File: config.mk
export PLATFORM = sky130hd
export DESIGN_NAME = character_controller
export DESIGN_NICKNAME = d
export VERILOG_FILES = /design/src/rtl/char_pkg.sv /design/src/rtl/btn_sync.sv /design/src/rtl/character_controller.sv
export SDC_FILE = /design/constraint.sdc
export NUM_CORES = 1
export LEC_CHECK = 0
export ABC_AREA = 1
export BUFFER_PORTS_ARGS = -buffer_cell sky130_fd_sc_hd__buf_2
export CAP_MARGIN = 20
export CORE_UTILIZATION = 45
export DETAILED_ROUTE_END_ITERATION = 16
export PLACE_DENSITY = 0.68
export SLEW_MARGIN = 5
export SYNTH_ARGS = -nofsm -noshare
export SYNTH_HDL_FRONTEND = slang
export SYNTH_SLANG_ARGS = --single-unit
export TNS_END_PERCENT = 50
File: constraint.sdc
create_clock -name clk -period 3.4 [get_ports clk]
set_clock_uncertainty 0.15 [all_clocks]
set_input_delay 0 -clock clk [delete_from_list [all_inputs] [get_ports clk]]
set_output_delay 0 -clock clk [all_outputs]
set_load 0.05 [all_outputs]
File: src/rtl/char_pkg.sv
// Shared state codes, screen geometry and default frame timings for the
// character sequencer, renderer and collision logic.
package char_pkg;

   // FSM state codes as seen by the renderer; 3'd7 is unused.
   typedef enum logic [2:0] {
      IDLE         = 3'd0,
      MOVE_FWD     = 3'd1,
      MOVE_BACK    = 3'd2,
      HITSTUN      = 3'd3,
      ATK_STARTUP  = 3'd4,
      ATK_ACTIVE   = 3'd5,
      ATK_RECOVERY = 3'd6
   } char_state_t;

   localparam int unsigned SPRITE_W = 64;
   localparam int unsigned SCREEN_W = 640;

   localparam logic [4:0] DEF_STARTUP_FRAMES  = 5'd5;
   localparam logic [4:0] DEF_ACTIVE_FRAMES   = 5'd2;
   localparam logic [4:0] DEF_RECOVERY_FRAMES = 5'd16;
   localparam logic [4:0] DEF_HITSTUN_FRAMES  = 5'd12;

   // Add with an 11-bit intermediate and clamp to hi, so no wrap-around.
   function automatic logic [9:0] sat_add(input logic [9:0] x,
                                          input logic [3:0] d,
                                          input logic [9:0] hi);
      logic [10:0] s;
      s = {1'b0, x} + {7'b0, d};
      return (s > {1'b0, hi}) ? hi : s[9:0];
   endfunction

   // Subtract with an 11-bit intermediate; bit 10 flags an underflow.
   function automatic logic [9:0] sat_sub(input logic [9:0] x,
                                          input logic [3:0] d,
                                          input logic [9:0] lo);
      logic [10:0] s;
      s = {1'b0, x} - {7'b0, d};
      return (s[10] || (s < {1'b0, lo})) ? lo : s[9:0];
   endfunction

endpackage

File: src/rtl/btn_sync.sv
// Two-flop synchroniser for a raw button, plus the level seen at the
// previous frame tick so a press is reported once per frame-sampled edge.
module btn_sync (
   input  logic clk,
   input  logic rst_n,
   input  logic frame_tick,
   input  logic btn,
   output logic level,
   output logic rise
);

   logic meta;
   logic sync;
   logic prev;

   // Bring the asynchronous button into the clk domain.
   always_ff @(posedge clk or negedge rst_n) begin
      if (!rst_n) begin
         meta <= 1'b0;
         sync <= 1'b0;
      end else begin
         meta <= btn;
         sync <= meta;
      end
   end

   // Remember the synced level as sampled at the last frame tick.
   always_ff @(posedge clk or negedge rst_n) begin
      if (!rst_n)
         prev <= 1'b0;
      else if (frame_tick)
         prev <= sync;
   end

   assign level = sync;
   assign rise  = sync & ~prev;

endmodule

File: src/rtl/character_controller.sv
// Per-player movement / attack / hitstun sequencer, advancing once per
// video frame and feeding the sprite renderer with registered outputs.
module character_controller
   import char_pkg::*;
#(
   parameter logic [9:0] X_INIT          = 10'd100,
   parameter logic [9:0] X_MIN           = 10'd0,
   parameter logic [9:0] X_MAX           = 10'(SCREEN_W - SPRITE_W),
   parameter logic [3:0] FWD_SPEED       = 4'd3,
   parameter logic [3:0] BACK_SPEED      = 4'd2,
   parameter logic [4:0] STARTUP_FRAMES  = DEF_STARTUP_FRAMES,
   parameter logic [4:0] ACTIVE_FRAMES   = DEF_ACTIVE_FRAMES,
   parameter logic [4:0] RECOVERY_FRAMES = DEF_RECOVERY_FRAMES,
   parameter logic [4:0] HITSTUN_FRAMES  = DEF_HITSTUN_FRAMES
) (
   input  logic       clk,
   input  logic       rst_n,
   input  logic       frame_tick,
   input  logic       btn_left,
   input  logic       btn_right,
   input  logic       btn_attack,
   input  logic       hit_received,
   output logic [9:0] x_pos,
   output logic [2:0] state,
   output logic       attacking,
   output logic [4:0] frame_cnt
);

   logic        left;
   logic        right;
   logic        att_edge;
   logic        hit_pend;
   logic        hit_now;
   char_state_t st;
   logic        unused_sync;
   logic        left_rise;
   logic        right_rise;
   logic        att_level;

   btn_sync u_sync_left (
      .clk        (clk),
      .rst_n      (rst_n),
      .frame_tick (frame_tick),
      .btn        (btn_left),
      .level      (left),
      .rise       (left_rise)
   );

   btn_sync u_sync_right (
      .clk        (clk),
      .rst_n      (rst_n),
      .frame_tick (frame_tick),
      .btn        (btn_right),
      .level      (right),
      .rise       (right_rise)
   );

   btn_sync u_sync_attack (
      .clk        (clk),
      .rst_n      (rst_n),
      .frame_tick (frame_tick),
      .btn        (btn_attack),
      .level      (att_level),
      .rise       (att_edge)
   );

   assign unused_sync = left_rise ^ right_rise ^ att_level;

   // A hit on the tick cycle itself is applied on that tick.
   assign hit_now = hit_pend | hit_received;

   // Hold a hit pulse until the next frame tick consumes it.
   always_ff @(posedge clk or negedge rst_n) begin
      if (!rst_n)
         hit_pend <= 1'b0;
      else if (frame_tick)
         hit_pend <= 1'b0;
      else if (hit_received)
         hit_pend <= 1'b1;
   end

   // Frame-rate FSM with registered position, state, counter and attack flag.
   always_ff @(posedge clk or negedge rst_n) begin
      if (!rst_n) begin
         st        <= IDLE;
         x_pos     <= X_INIT;
         frame_cnt <= '0;
         attacking <= 1'b0;
      end else if (frame_tick) begin
         if (hit_now) begin
            st        <= HITSTUN;
            frame_cnt <= '0;
            attacking <= 1'b0;
         end else begin
            case (st)
               IDLE, MOVE_FWD, MOVE_BACK: begin
                  frame_cnt <= '0;
                  if (att_edge) begin
                     st        <= ATK_STARTUP;
                     attacking <= 1'b1;
                  end else if (right && !left) begin
                     st        <= MOVE_FWD;
                     x_pos     <= sat_add(x_pos, FWD_SPEED, X_MAX);
                     attacking <= 1'b0;
                  end else if (left && !right) begin
                     st        <= MOVE_BACK;
                     x_pos     <= sat_sub(x_pos, BACK_SPEED, X_MIN);
                     attacking <= 1'b0;
                  end else begin
                     st        <= IDLE;
                     attacking <= 1'b0;
                  end
               end
               HITSTUN: begin
                  attacking <= 1'b0;
                  if (frame_cnt == HITSTUN_FRAMES - 5'd1) begin
                     st        <= IDLE;
                     frame_cnt <= '0;
                  end else begin
                     frame_cnt <= frame_cnt + 5'd1;
                  end
               end
               ATK_STARTUP: begin
                  attacking <= 1'b1;
                  if (frame_cnt == STARTUP_FRAMES - 5'd1) begin
                     st        <= ATK_ACTIVE;
                     frame_cnt <= '0;
                  end else begin
                     frame_cnt <= frame_cnt + 5'd1;
                  end
               end
               ATK_ACTIVE: begin
                  attacking <= 1'b1;
                  if (frame_cnt == ACTIVE_FRAMES - 5'd1) begin
                     st        <= ATK_RECOVERY;
                     frame_cnt <= '0;
                  end else begin
                     frame_cnt <= frame_cnt + 5'd1;
                  end
               end
               ATK_RECOVERY: begin
                  if (frame_cnt == RECOVERY_FRAMES - 5'd1) begin
                     st        <= IDLE;
                     frame_cnt <= '0;
                     attacking <= 1'b0;
                  end else begin
                     frame_cnt <= frame_cnt + 5'd1;
                     attacking <= 1'b1;
                  end
               end
               default: begin
                  st        <= IDLE;
                  frame_cnt <= '0;
                  attacking <= 1'b0;
               end
            endcase
         end
      end
   end

   assign state = st;

endmodule

# Yosys cells after proc, flatten, opt, wreduce, memory -nomap -nowiden
# Cells that the tools add are included.
totals:
  output_inout_bits: 19
  register_bits: 27
  inputBits: 7
  word_cells: 73
op_classes:
  addsub: 3
  n_eq_ne: 14
  n_lt_le_gt_ge: 2
  n_mux: 25
  n_bitwise: 5
  n_reduce_logical: 12
ops:
  columns: ["op", "count"]
  rows:
  - ["10-bit two-way mux", 4]
  - ["5-bit two-way mux", 5]
  - ["5-bit one-hot mux with 4 select lines", 1]
  - ["3-bit two-way mux", 6]
  - ["3-bit one-hot mux with 5 select lines", 1]
  - ["3-bit != test (second input constant)", 4]
  - ["10-bit by 2-bit adder with 11-bit output (second input constant)", 1]
  - ["11-bit by 10-bit > comparator with 1-bit output (second input constant)", 1]
  - ["11-bit by 1-bit < comparator with 1-bit output (second input constant)", 1]
  - ["10-bit by 2-bit subtractor with 11-bit output (second input constant)", 1]
  - ["5-bit by 4-bit == test with 1-bit output (second input constant)", 2]
  - ["5-bit AND reduction", 2]
  - ["3-bit == test (second input constant)", 3]
  - ["3-bit by 2-bit == test with 1-bit output (second input constant)", 2]
  - ["5-bit by 1-bit adder with 5-bit output (second input constant)", 1]
  - ["5-bit by 1-bit == test with 1-bit output (second input constant)", 1]
  - ["5-bit by 3-bit == test with 1-bit output (second input constant)", 1]
  - ["1-bit two-way mux", 5]
  - ["2-bit two-way mux", 2]
  - ["2-bit nonzero test", 2]
  - ["3-bit by 1-bit == test with 1-bit output (second input constant)", 1]
  - ["3-bit logical NOT", 1]
  - ["1-bit inverter", 3]
  - ["1-bit one-hot mux with 3 select lines", 1]
  - ["7 further kinds", 9]

# Logic depth before layout (Yosys ltp)
depth:
  ltp_word: 7
  mapped_depth: 14

# By module
# From an unflattened synthesis, not the netlist that was laid out.
hier_totals:
  cells_unflattened: 269
  hier_area_um2: 1919.3
modules_own_cells:
  columns: ["module", "cells_each", "instances", "seq_area_each_um2", "area_per_inst_um2"]
  rows:
  - ["character_controller", 242, 1, 504.2, 1619.1]
  - ["btn_sync", 9, 3, 75.1, 100.1]

# Least setup slack after synthesis
# No wires, ideal clock.
synth_timing:
  kind: "register to register"
  from: "register x_pos[1]"
  to: "register x_pos[1]"
  arrival_ns: 1.934
  t_required_ns: 3.131
  synth_period_minus_slack_ns: 2.202
  setup_time_ns: 0.119
  stages_incl_launch_ff: 13
  slack_ns: 1.198
  path_buffers: 0
  path_cell_list: "dfrtp_1 > inv_1 > ha_1 > inv_1 > nand3_1 > o21ai_0 > nand2_1 > inv_1 > nand2_1 > nand2_1 > nand2_2 > a21oi_1 > nor2_1"
synth_between:
  elab_chain_cells: 6
synth_lines:
  columns: ["element", "line_no", "source"]
  rows:
  - ["from (decl)", "character_controller.sv:23", "output logic [9:0] x_pos,"]
  - ["from (signal assigned)", "character_controller.sv:103", "x_pos <= sat_add(x_pos, FWD_SPEED, X_MAX);"]
  - ["from (signal assigned)", "character_controller.sv:107", "x_pos <= sat_sub(x_pos, BACK_SPEED, X_MIN);"]
  - ["10-bit by 2-bit subtractor with 11-bit output", "char_pkg.sv:38", "s = {1'b0, x} - {7'b0, d};"]
  - ["11-bit by 1-bit < comparator with 1-bit output", "char_pkg.sv:39", "return (s[10] || (s < {1'b0, lo})) ? lo : s[9:0];"]
  - ["1-bit logical OR", "char_pkg.sv:39", null]
  - ["10-bit two-way mux", "char_pkg.sv:39", null]
  - ["10-bit two-way mux", "character_controller.sv:105", "end else if (left && !right) begin"]
  - ["10-bit two-way mux *", "character_controller.sv:101", "end else if (right && !left) begin"]
# Every way passes the cells marked *; elsewhere a longest branch is shown, timed or not. The select of a mux whose other input is x is not followed.
# A chain may end at the register's enable or synchronous reset.

# Final worst setup path
layout_timing:
  from: "register x_pos[1]"
  to: "register x_pos[6]"
# Same word-level chain as after synthesis.

==> reports/results.txt <==
The count of buffers added on input and output ports is 25. The tools report the logic gate share of total power as 0.533. The run finished with clean final reports.

For this design, the slowest cell found on the critical path is sky130_fd_sc_hd__dfrtp_1. The critical path in this run is classified as reg -> reg. The number of clock buffers inserted by TritonCTS came out at 3.

The tools report the peak supply drop as 0.000455 V. The path class of the tightest hold or removal check is in -> async. The run gives 0 ps as the total negative setup slack. From bottom edge to top edge, the die measures 66.0 um. The run gives 0.347 as the met2 layer usage reported by global route. The register with the most flip-flops in the final layout is x_pos.

In this run the power density over the cells is 695 nW/um2. STA classifies the critical path endpoint as a flip-flop. The top-area cell type share of the netlist area is 0.326. The initial antenna violation count was 0. The largest total area in the synthesized netlist belongs to sky130_fd_sc_hd__dfrtp_1. The number of endpoints with negative hold slack in the final report was 0; the arrival time of the worst setup path was 2240 ps. Timing would allow up to 457 MHz. The post-CTS repair timing setup buffer count is 0. Setup violations remaining at the end of the flow were counted as 0.

The portion of the clock cycle consumed by the worst path in the final layout is 0.644, and the final weighted congestion in routability-driven placement is 0.943. Traced cell by cell, the critical path runs through inv_1 > ha_1 > inv_1 > nand3_1 > nor3_1 > nand3_1 > nand3_1 > nand2_2 > nand2_1 > nand2_1 > a21oi_1. Number of nets produced by synthesis: 266. The first-pass iteration count of the detailed router was 4; the worst path buffer plus inverter count was 2.

The internal portion of the total power is 0.000697 W. Post-place instance area: 2000 um2. Subtracting the final worst setup slack from the clock period gives 2190 ps. Design area: 2120 um2.

Counting flops and latches in the post-synthesis netlist gives 27. The tools report the clock tree root buffer cell as sky130_fd_sc_hd__clkbuf_8. Max-cap violations in this run came to 0. The area growth from synthesis to final layout was 14.9%; the number of cell instances on the worst register-to-register path was 11.

The switching share of total power was 0.527; the relative contribution of sequential cells to total power was 0.344. The synthesized netlist contains 32 unique library cells. The tools report the TritonCTS sink count as 27. The largest stage delay on the critical path is 440 ps, and the via count of the first global-routing pass is 1575.

The run gives 0.485 as the initial core utilization. The number of levels in the clock H-tree was 1. Peak-usage layer in the global routing report: met2.

Counting tap cells, the placed design contains a total of 317 instances. The first routing iteration left 138 violations. The fraction of the yosys area taken by sequential cells came out at 0.369.

The proportion of layout cells with a drive suffix above 1 came out at 0.161. Worst reg2reg path startpoint: x_pos[1]. The register with the most flip-flops in the layout has 10 of them.

The run gives 0 as the number of cells upsized or downsized after cts. Setup repair after global routing left no endpoint under its margin. Grouping stages by cell kind, the critical path spends the most delay in simple AND/OR/NAND/NOR gates.

The logs give 28 for the largest net degree at the start of global routing and 3800 um2 for the core outline area. Summed over all layers, the routed wires come to 4160 um. The tools report the insertion delay of the later-clocked pin in the worst-skew pair as 270 ps. For the switching power, the log shows 0.000775 W. For this run, the number of standard cells in the final layout without fillers is 328. The number of buffers on the longest clock path was 2. The run gives 0.301 as the met1 track demand over resource in global routing. In this run the horizontal extent of the chip is 66.0 um. The total global-route track usage came out at 0.213.

The worst relative slew slack was 0.599; the detailed placement HPWL was 3130 um. Once detail routing completed, the nets flagged for antenna violations numbered 0. For the slack of the worst reg-to-reg path, the log shows 1210 ps. In this run the cell area of the synthesized design comes to 1840 um2.

The measured slew at the worst slew-check pin came out at 602 ps. The run gives 300 as the count of nets after finishing. In the post-synthesis netlist, the biggest area contributors are sky130_fd_sc_hd__dfrtp_1, sky130_fd_sc_hd__nand2_1, sky130_fd_sc_hd__ha_1, sky130_fd_sc_hd__inv_1, sky130_fd_sc_hd__nand3_1.

The routed wirelength normalized by instance count is 12.7 um, and the number of warnings issued by yosys is 0. The clock group share of total power came out at 0.123. Summed over all cells, the static leakage comes to 1.06 nW. The worst setup path is launched from a flip-flop. The logs give 0 for the sum of overflow across all layers after global routing and 0.00147 W for the post-route total power.

After clock tree synthesis, the clock-pin slew on the worst setup and hold paths is 100 ps. TritonCTS built the clock tree. The run gives 0 as the count of pins over their slew limit. Of all nets on the critical path, the largest fanout is 9.

Cell seen most often among critical-path stages: sky130_fd_sc_hd__nand3_1. The tools report the worst reg2reg path endpoint as x_pos[6]. The total via count after detailed routing is 1699. Routing usage on met3: 0.0362. For the worst setup path, the data required time is 3450 ps. After technology mapping, the gate count stands at 247. 26 I/O pins were placed.

The repair_antennas step left the layout with diodes totalling 0. The floorplan step defined a die boundary enclosing 4350 um2. The first global-routing pass estimated 7170 um of wire.

After detailed routing, the number of vias per cell comes to 5.18. After clock tree synthesis, the flow added hold-fix buffers numbering 7. After detailed routing, the number of remaining DRC violations is 0. Each instance of the synthesized netlist takes up on average 7.46 um2. The number of placement rows was 22.
area by class of cell:
cell class	count	area (um2)
Clock buffer	4	45.0
Fill cell	384	1680
Inverter	39	146
Multi-Input combinational cell	178	990
Sequential cell	27	679
Tap cell	48	60.1
Timing Repair Buffer	32	195
cells in the mapped netlist, drive strengths merged:
cell type	instances
nand2	57
ha	12
a31oi	1
dfrtp	24
o21ai	17
nand4	4
a32o	1
o32ai	1
nor3	4
clkinv	2
a22oi	4
o22ai	3
nand3	24
inv	37
o31ai	1
nor2	31
o21a	1
buf	3
dfstp	3
a21oi	10
a311oi	1
xor2	6
how the worst max path moves through the flow:
stage	startpoint	end	slack, ps	cells past startpoint
finish	x_pos[1]	x_pos[6]	1210	11
global route	x_pos[1]	x_pos[6]	950	11
CTS	x_pos[1]	x_pos[6]	1220	11
detailed placement	x_pos[1]	x_pos[6]	1240	11
global placement	x_pos[1]	x_pos[1]	1300	10
floorplan	x_pos[1]	x_pos[1]	1200	12
power groups by stage:
stage	clock network (W)	registers (W)	logic [W]
6_report	0.000182	0.000506	0.000784
5_1_grt	0.000201	0.000520	0.000869
4_1_cts	0.000191	0.000507	0.000785
3_5_place_dp	0	0.000513	0.000774
3_3_place_gp	0	0.000510	0.000769
2_1_floorplan	0	0.000682	0.000430
layer usage:
layer,routed length [um],up-vias,part of all wire
met4,25,0,0.0060
met1,2010,786,0.48
met3,211,2,0.051
met2,1920,43,0.46
li1,-,868,-
met5,0,-,0
placed cells by master (no fill, tap or decap), types with 3 or more instances in the layout:
cell type,count
sky130_fd_sc_hd__o22ai_1,3
sky130_fd_sc_hd__nor3_1,4
sky130_fd_sc_hd__dlygate4sd3_1,7
sky130_fd_sc_hd__inv_1,36
sky130_fd_sc_hd__clkbuf_8,3
sky130_fd_sc_hd__a21oi_1,8
sky130_fd_sc_hd__nand3_1,23
sky130_fd_sc_hd__buf_2,25
sky130_fd_sc_hd__nand2_1,52
sky130_fd_sc_hd__ha_1,12
sky130_fd_sc_hd__xor2_1,6
sky130_fd_sc_hd__dfstp_2,3
sky130_fd_sc_hd__o21ai_1,5
sky130_fd_sc_hd__dfrtp_1,24
sky130_fd_sc_hd__a22oi_1,4
sky130_fd_sc_hd__nand4_1,3
sky130_fd_sc_hd__o21ai_0,12
sky130_fd_sc_hd__nand2_2,5
sky130_fd_sc_hd__nor2_1,27
stage by stage:
step                hold WS (ps)   util  setup slack, ps
floorplan                   -446      -             1200
CTS                          128  0.557             1220
finish                       112  0.557             1210
global route                 179  0.557              951
global placement            -102  0.527             1300
detailed placement          -105  0.527             1240
logic make-up (layout without fill, tap and decap cells):
kind of cell    count (synthesis)  count (layout)  share of synthesized area
compound gates                 40              40                      0.135
simple gates                  120             120                      0.293
flops                          27              27                      0.369
xor+xnor                        6               6                     0.0285
fa+ha+maj                      12              12                     0.0815
buf+inv                        42              75                     0.0937
worst register-to-register path, delay by kind of cell (launching register included):
family | cells | cell delay [ps]
flops | 1 | 440
fa+ha+maj | 1 | 260
buf+inv | 2 | 270
compound gates | 1 | 160
simple gates | 7 | 850
No activity file was read; power rests on OpenSTA's default activity.
